`src/rtl/mult_pkg.sv`:
```
// Shared constants and types for the shift-add multiplier.
//   WIDTH_DEF  : default operand width
//   CNT_W_DEF  : iteration counter width for the default operand width
//   state_t    : controller states (IDLE, RUN)
//   cnt_width(): counter width for an arbitrary operand width
package mult_pkg;

   localparam int unsigned WIDTH_DEF = 16;
   localparam int unsigned CNT_W_DEF = $clog2(WIDTH_DEF + 1);

   typedef enum logic {
      IDLE = 1'b0,
      RUN  = 1'b1
   } state_t;

   function automatic int unsigned cnt_width(input int unsigned w);
      return $clog2(w + 1);
   endfunction

endpackage

```
`src/rtl/mult_iter_counter.sv`:
```
// Iteration counter for the shift-add multiplier.
//   clk    : clock
//   rst    : synchronous active-low reset
//   clear  : zero the count (wins over enable)
//   enable : advance the count by one
//   tc_c   : terminal count, high when count == WIDTH-1 and enable is high
module mult_iter_counter
   import mult_pkg::*;
#(
   parameter int unsigned WIDTH = WIDTH_DEF
) (
   input  logic clk,
   input  logic rst,
   input  logic clear,
   input  logic enable,
   output logic tc_c
);

   localparam int unsigned CNT_W = cnt_width(WIDTH);

   logic [CNT_W-1:0] count;

   always_ff @(posedge clk) begin
      if (!rst) begin
         count <= '0;
      end else if (clear) begin
         count <= '0;
      end else if (enable) begin
         count <= count + CNT_W'(1);
      end
   end

   assign tc_c = enable && (count == CNT_W'(WIDTH - 1));

endmodule

```
`src/rtl/shift_add_multiplier.sv`:
```
// Sequential shift-add multiplier: one accumulate/shift iteration per cycle.
// The default build is unsigned; defining MULT_SIGNED_EN switches the
// datapath to radix-2 Booth for two's complement operands and product.
//   clk          : clock
//   rst          : synchronous active-low reset
//   start        : request a multiply, honoured only while idle
//   multiplicand : operand M, captured on an accepted start
//   multiplier   : operand Q, captured on an accepted start
//   product      : last completed result (2*WIDTH bits)
//   busy         : operation in progress
//   done         : one-cycle pulse when product updates
// Timing: start accepted at edge N -> busy from N, done/product after N+WIDTH+1.
module shift_add_multiplier
   import mult_pkg::*;
#(
   parameter int unsigned WIDTH = WIDTH_DEF
) (
   input  logic                 clk,
   input  logic                 rst,
   input  logic                 start,
   input  logic [WIDTH-1:0]     multiplicand,
   input  logic [WIDTH-1:0]     multiplier,
   output logic [2*WIDTH-1:0]   product,
   output logic                 busy,
   output logic                 done
);

   state_t            state;
   state_t            state_nxt;

   logic [WIDTH:0]    acc;
   logic [WIDTH-1:0]  q_reg;
   logic [WIDTH-1:0]  m_reg;
   logic              last_q;     // all WIDTH iterations have been applied
`ifdef MULT_SIGNED_EN
   logic              qm1;        // Booth q[-1] bit
`endif

   logic              accept_c;
   logic              iter_c;
   logic              finish_c;
   logic              tc_c;

   logic [WIDTH:0]    m_ext;
   logic [WIDTH:0]    acc_add;
   logic [WIDTH:0]    acc_nxt;
   logic [WIDTH-1:0]  q_nxt;

   // State register
   always_ff @(posedge clk) begin
      if (!rst) begin
         state <= IDLE;
      end else begin
         state <= state_nxt;
      end
   end

   // Next-state logic
   always_comb begin
      state_nxt = state;
      case (state)
         IDLE:    if (start) state_nxt = RUN;
         RUN:     if (last_q) state_nxt = IDLE;
         default: state_nxt = IDLE;
      endcase
   end

   // Control decode: accept, iterate, or complete
   always_comb begin
      accept_c = 1'b0;
      iter_c   = 1'b0;
      finish_c = 1'b0;
      case (state)
         IDLE:    accept_c = start;
         RUN: begin
            iter_c   = !last_q;
            finish_c = last_q;
         end
         default: ;
      endcase
   end

   mult_iter_counter #(
      .WIDTH (WIDTH)
   ) u_iter_counter (
      .clk    (clk),
      .rst    (rst),
      .clear  (accept_c),
      .enable (iter_c),
      .tc_c   (tc_c)
   );

   // One iteration: conditional add into the carry-extended accumulator, then shift
   always_comb begin
      acc_add = acc;
`ifdef MULT_SIGNED_EN
      m_ext = {m_reg[WIDTH-1], m_reg};
      case ({q_reg[0], qm1})
         2'b01:   acc_add = acc + m_ext;
         2'b10:   acc_add = acc - m_ext;
         default: acc_add = acc;
      endcase
      acc_nxt = {acc_add[WIDTH], acc_add[WIDTH:1]};
`else
      m_ext = {1'b0, m_reg};
      if (q_reg[0]) acc_add = acc + m_ext;
      acc_nxt = {1'b0, acc_add[WIDTH:1]};
`endif
      q_nxt = {acc_add[0], q_reg[WIDTH-1:1]};
   end

   // Datapath and registered outputs
   always_ff @(posedge clk) begin
      if (!rst) begin
         acc     <= '0;
         q_reg   <= '0;
         m_reg   <= '0;
         last_q  <= 1'b0;
`ifdef MULT_SIGNED_EN
         qm1     <= 1'b0;
`endif
         product <= '0;
         busy    <= 1'b0;
         done    <= 1'b0;
      end else begin
         busy <= (state_nxt == RUN);
         done <= finish_c;
         if (accept_c) begin
            acc    <= '0;
            q_reg  <= multiplier;
            m_reg  <= multiplicand;
            last_q <= 1'b0;
`ifdef MULT_SIGNED_EN
            qm1    <= 1'b0;
`endif
         end else if (iter_c) begin
            acc   <= acc_nxt;
            q_reg <= q_nxt;
`ifdef MULT_SIGNED_EN
            qm1   <= q_reg[0];
`endif
            if (tc_c) last_q <= 1'b1;
         end
         if (finish_c) begin
            product <= {acc[WIDTH-1:0], q_reg};
         end
      end
   end

endmodule

```
`config.mk`:
```
export PLATFORM = sky130hd
export DESIGN_NAME = shift_add_multiplier
export DESIGN_NICKNAME = d
export VERILOG_FILES = /design/src/rtl/mult_pkg.sv /design/src/rtl/mult_iter_counter.sv /design/src/rtl/shift_add_multiplier.sv
export SDC_FILE = /design/constraint.sdc
export NUM_CORES = 1
export LEC_CHECK = 0
export ABC_AREA = 0
export CAP_MARGIN = 20
export CORE_ASPECT_RATIO = 1.75
export CORE_UTILIZATION = 53
export DETAILED_ROUTE_END_ITERATION = 12
export PLACE_DENSITY = 0.82
export SLEW_MARGIN = 25
export SYNTH_ARGS = -nofsm -noshare
export SYNTH_HDL_FRONTEND = slang
export SYNTH_SLANG_ARGS = --single-unit
```
`constraint.sdc`:
```
create_clock -name clk -period 2.65 [get_ports clk]
set_input_delay 0.3975 -clock clk [delete_from_list [all_inputs] [get_ports clk]]
set_output_delay 0.3975 -clock clk [all_outputs]
set_load 0.005 [all_outputs]
```
* Word level (Yosys, flattened, before mapping)
Index checks and enable logic that the tools add are counted.
** Operators by class
- $add $sub $neg :: 2
- Equality and inequality tests :: 1
- Muxes and demuxes :: 9
- Reduce and logical (&&, ||, !) cells :: 5
- Bitwise operators :: 2
** Operator list (count)
- $mux 16 :: 2
- $add 16x16->17 :: 1
- $mux 17 :: 1
- $add 5x1->5 const B :: 1
- $eq 5x4->1 const B :: 1
- $mux 1 :: 5
- $not 1->1 :: 2
- $pmux 1 s2 :: 1
- $reduce_and 2->1 :: 1
- $reduce_bool 2->1 :: 1
- $reduce_or 2->1 :: 1
- $logic_and 1x1->1 :: 1
- $logic_not 1->1 :: 1
** Word-level totals
- Output and inout bits :: 34
- Word-level logic and storage cells :: 27
- Input bits :: 35
- Bits in registers :: 88

* Longest topological paths before layout
- Depth in word-level cells :: 4
- Mapped depth :: 8
- Mapped depth without buffers :: 8

* Modules after synthesis
Synthesis repeated with hierarchy kept, for this count alone.
** Unflattened totals
- Cells, all modules :: 493
- Area, all modules :: 4174.0 sq um
** Modules (own cells, without submodules)
- shift_add_multiplier :: cells each 468, sequential area each 1661.6 sq um, area each 3928.8 sq um, times used 1
- mult_iter_counter :: cells each 25, sequential area each 100.1 sq um, area each 245.2 sq um, times used 1

* Least setup slack after synthesis
No wires, ideal clock.
- Path kind :: reg-to-reg
- From :: register acc[0]
- To :: register acc[15]
- Data required time :: 2534 ps
- Path slack :: 461 ps
- Stages on the path, launching flop included :: 9
- Period minus slack after synthesis :: 2189 ps
- Arrival :: 2073 ps
- Cell sequence :: dfxtp_1 ha_1 fa_1 a21o_1 a221oi_2 nor4b_1 a211oi_2 o21ai_1 a31o_1
** Between the ends
- Cells in the longest elaborated chain, start to end :: 2
** RTL lines
- start: declaration :: RTL line shift_add_multiplier.sv:31 : logic [WIDTH:0] acc;
- start signal: assignment :: RTL line shift_add_multiplier.sv:137 : acc <= acc_nxt;
- $add 16x16->17 :: RTL line shift_add_multiplier.sv:106 : if (q_reg[0]) acc_add = acc + m_ext;
- $mux 17 :: RTL line shift_add_multiplier.sv:106
No other way between the ends.
A chain may end at the register's enable or synchronous reset.

* Final worst setup path
Ends and elaborated chain as after synthesis.

==> results.json <==
{
  "antenna_found_initial": 0,
  "path_delay_family": "compound AO/OA/AOI/OAI gates",
  "min_to": "product[3]$_SDFFE_PN0P_",
  "synth.area.top_cells": "dfxtp_1 (42%), nand2_1 (12%), a21boi_0 (12%)",
  "cp.arrival_ps": 2750,
  "setup_viol": 0,
  "power_mw": 2.95,
  "io-pin-count": 69,
  "hold_viol_final": 0,
  "drv_cap": 0,
  "yosysTopAreaCell": "dfxtp_1",
  "status": "completed",
  "end_kind": "flop",
  "drcViolationCount": 0,
  "cts_setup_buffers": 0,
  "synth_flop_cell": "dfxtp_1",
  "finalNonFillerCells": 641,
  "register_area_um2": 1760,
  "die_area_um2": 8250,
  "power_density_nw_per_um2": 568,
  "syn_inst": 495,
  "worstPathRequired_ps": 2880,
  "grt_use_total_pct": 24.9,
  "netlist_area_um2": 4170,
  "area_growth_pct": 24.4,
  "cts_hold_buffers": 0,
  "grt_overflow": 0,
  "cts_sinks": 88,
  "core.rowCount": 42,
  "cts-root-buf": "clkbuf_16",
  "routed_wl_um": 9740,
  "drtAntennaViolNets": 0,
  "relSlewSlack_pct": 59.6,
  "multiInputGateArea_um2": 2280,
  "synth.distinct_cells": 49,
  "drive_gt1_share_pct": 5.42,
  "fin_ws_ps": 124,
  "synth_seq_area_share_pct": 42.2,
  "cts_tree": "done",
  "htreeDepth": 3,
  "slowest_stage": "a221oi_2",
  "clock_latency_ps": 340,
  "grt_pass1_wl_um": 16700,
  "dr_total_vias": 3701,
  "hpwl_um": 7000,
  "diodes": 0,
  "wl_met3_um": 468,
  "cts_buffers": 9,
  "maxUsedRoutingLayer": "met4",
  "clkTransAtPathRegs_ps": 60,
  "min_period_ps": 2530,
  "wl_met1_um": 3740,
  "crit_path_start_kind": "flop",
  "path_max_fanout": 4,
  "max_stage_delay_ps": 430,
  "viasPerCell": 5.77,
  "syn_area_per_cell_um2": 8.43,
  "hp-class": "reg -> reg",
  "place_congestion": 0.922,
  "cts_resized": 0,
  "top_register": "product",
  "grt_pass1_vias": 3618,
  "rsz0062_at_grt": "no",
  "ir_drop_uv": 356,
  "rr_endpoint": "acc[15]$_SDFFE_PP0P_",
  "fin_crit_sh_pct": 95.3,
  "r2r_setup_slack_ps": 120,
  "skew_ps": 4.60,
  "fp.coreArea_um2": 7620,
  "yosysWarnings": 0,
  "clockBufferDepth": 2,
  "p_leak_nw": 1.90,
  "io_buffers": 68,
  "routedWlPerCell_um": 15.2,
  "route.met2.wl_um": 5350,
  "nFillCells": 666,
  "synth_top_area_share_pct": 42.2,
  "cp.buffers_inverters": 0,
  "dr.first_iter.drc_count": 180,
  "r2r_start": "acc[0]$_SDFFE_PP0P_",
  "die_h_um": 119,
  "grt_max_degree": 45,
  "path_cells": "ha_1 > fa_1 > a21o_1 > a221oi_2 > nor4b_1 > a211oi_2 > o21ai_1 > a31o_1",
  "largest_register_ffs": 32,
  "min_from": "product[3]$_SDFFE_PN0P_",
  "synth-edff-count": 0,
  "critPathKind": "reg -> reg",
  "dp.cells": 628,
  "tightest_slew_ps": 604,
  "die_x_um": 69.1,
  "drv_slew": 0,
  "r2r_cells": 8,
  "hold_ws_ps": 458,
  "async_flop_share_pct": 0,
  "ys_ff_latch": 88,
  "finalNetCount": 605,
  "synth_nets": 549,
  "place_ws_ps": 234,
  "dr.pass1.iters": 4,
  "max_freq_mhz": 396,
  "fin_tns_setup_ps": 0,
  "hold_path_depth": 2,
  "start_util_pct": 54.8
}
==> cell usage in the layout, fill, tap and decap left out, types with 6 or more instances in the layout <==
| master | Yosys | routed |
|---|---|---|
| a211oi_1 | 8 | 8 |
| a21boi_0 | 64 | 64 |
| a21oi_1 | 24 | 24 |
| a22oi_1 | 15 | 15 |
| buf_4 | 0 | 11 |
| clkbuf_16 | 0 | 9 |
| clkdlybuf4s50_1 | 0 | 67 |
| dfxtp_1 | 88 | 88 |
| ha_1 | 18 | 18 |
| mux2i_1 | 8 | 8 |
| nand2_1 | 130 | 129 |
| nand3_1 | 6 | 6 |
| nor2_1 | 14 | 14 |
| nor3_1 | 6 | 6 |
| o21ai_0 | 12 | 12 |
| xnor2_1 | 9 | 9 |
==> Yosys cell counts (all sizes together), types with 2 or more instances <==
master / instances
a211oi: 9
nor3b: 2
and3: 5
mux2i: 8
clkbuf: 25
nand2: 130
nor3: 6
nand4: 4
buf: 9
a31oi: 2
a22oi: 15
a21boi: 64
a21oi: 24
nand2b: 2
xor2: 4
xnor2: 9
o32ai: 2
ha: 18
inv: 2
and2: 3
nor2: 14
a21o: 5
dfxtp: 88
o21ai: 13
nand3: 6
nor2b: 5
nor4: 2
o31ai: 2
o211ai: 2
==> cell type report <==
| type | instances | share of cell area [%] |
|---|---|---|
| Tap cell | 88 | 2.12 |
| Timing Repair Buffer | 79 | 14.6 |
| Inverter | 2 | 0.145 |
| Multi-Input combinational cell | 371 | 43.9 |
| Sequential cell | 88 | 33.9 |
| Clock buffer | 12 | 4.75 |
| Clock inverter | 1 | 0.578 |
==> layer usage <==
metal,vias up,track usage (%)
met1,1742,27.8
li1,1836,-
met3,17,5.75
met2,106,44.6
met5,-,0
met4,0,10.6
==> worst max-delay path by stage <==
stage,start,to,slack [ps],depth (start not counted)
detailed placement,acc[0]$_SDFFE_PP0P_,acc[15]$_SDFFE_PP0P_,230,8
finish,acc[0]$_SDFFE_PP0P_,acc[15]$_SDFFE_PP0P_,120,8
CTS,acc[0]$_SDFFE_PP0P_,acc[15]$_SDFFE_PP0P_,190,8
global placement,acc[0]$_SDFFE_PP0P_,acc[15]$_SDFFE_PP0P_,280,8
floorplan,acc[0]$_SDFFE_PP0P_,acc[15]$_SDFFE_PP0P_,460,8
global route,acc[0]$_SDFFE_PP0P_,acc[11]$_SDFFE_PP0P_,3,8
==> logic make-up (layout without fill, tap and decap cells) <==
logic type | count (synthesis) | in the layout | share of synthesized area [%]
simple gates | 184 | 184 | 18.8
compound gates | 147 | 147 | 25.1
flops | 88 | 88 | 42.2
buf+inv | 36 | 94 | 3.39
fa+ha+maj | 19 | 19 | 5.88
xor+xnor | 13 | 13 | 2.73
mux | 8 | 8 | 1.92
==> worst min-delay path, cell delays in order, from the launching register on <==
cell,delay (ps)
dfxtp_1,300
nand2_1,40
a21boi_0,60
==> power by group <==
group	switching (mW)	internal (mW)	total (mW)
combinational	0.181	0.155	0.336
clock	0.466	0.740	1.21
sequential	0.0376	1.37	1.41
==> metrics by stage <==
step                      instance area (um^2)  util, %
after floorplan                           4170        -
after global placement                    4910     64.5
after detailed placement                  4910     64.5
after CTS                                 5190     68.1
after global routing                      5190     68.1
final                                     5190     68.1
(Power assumes the default switching activity.)
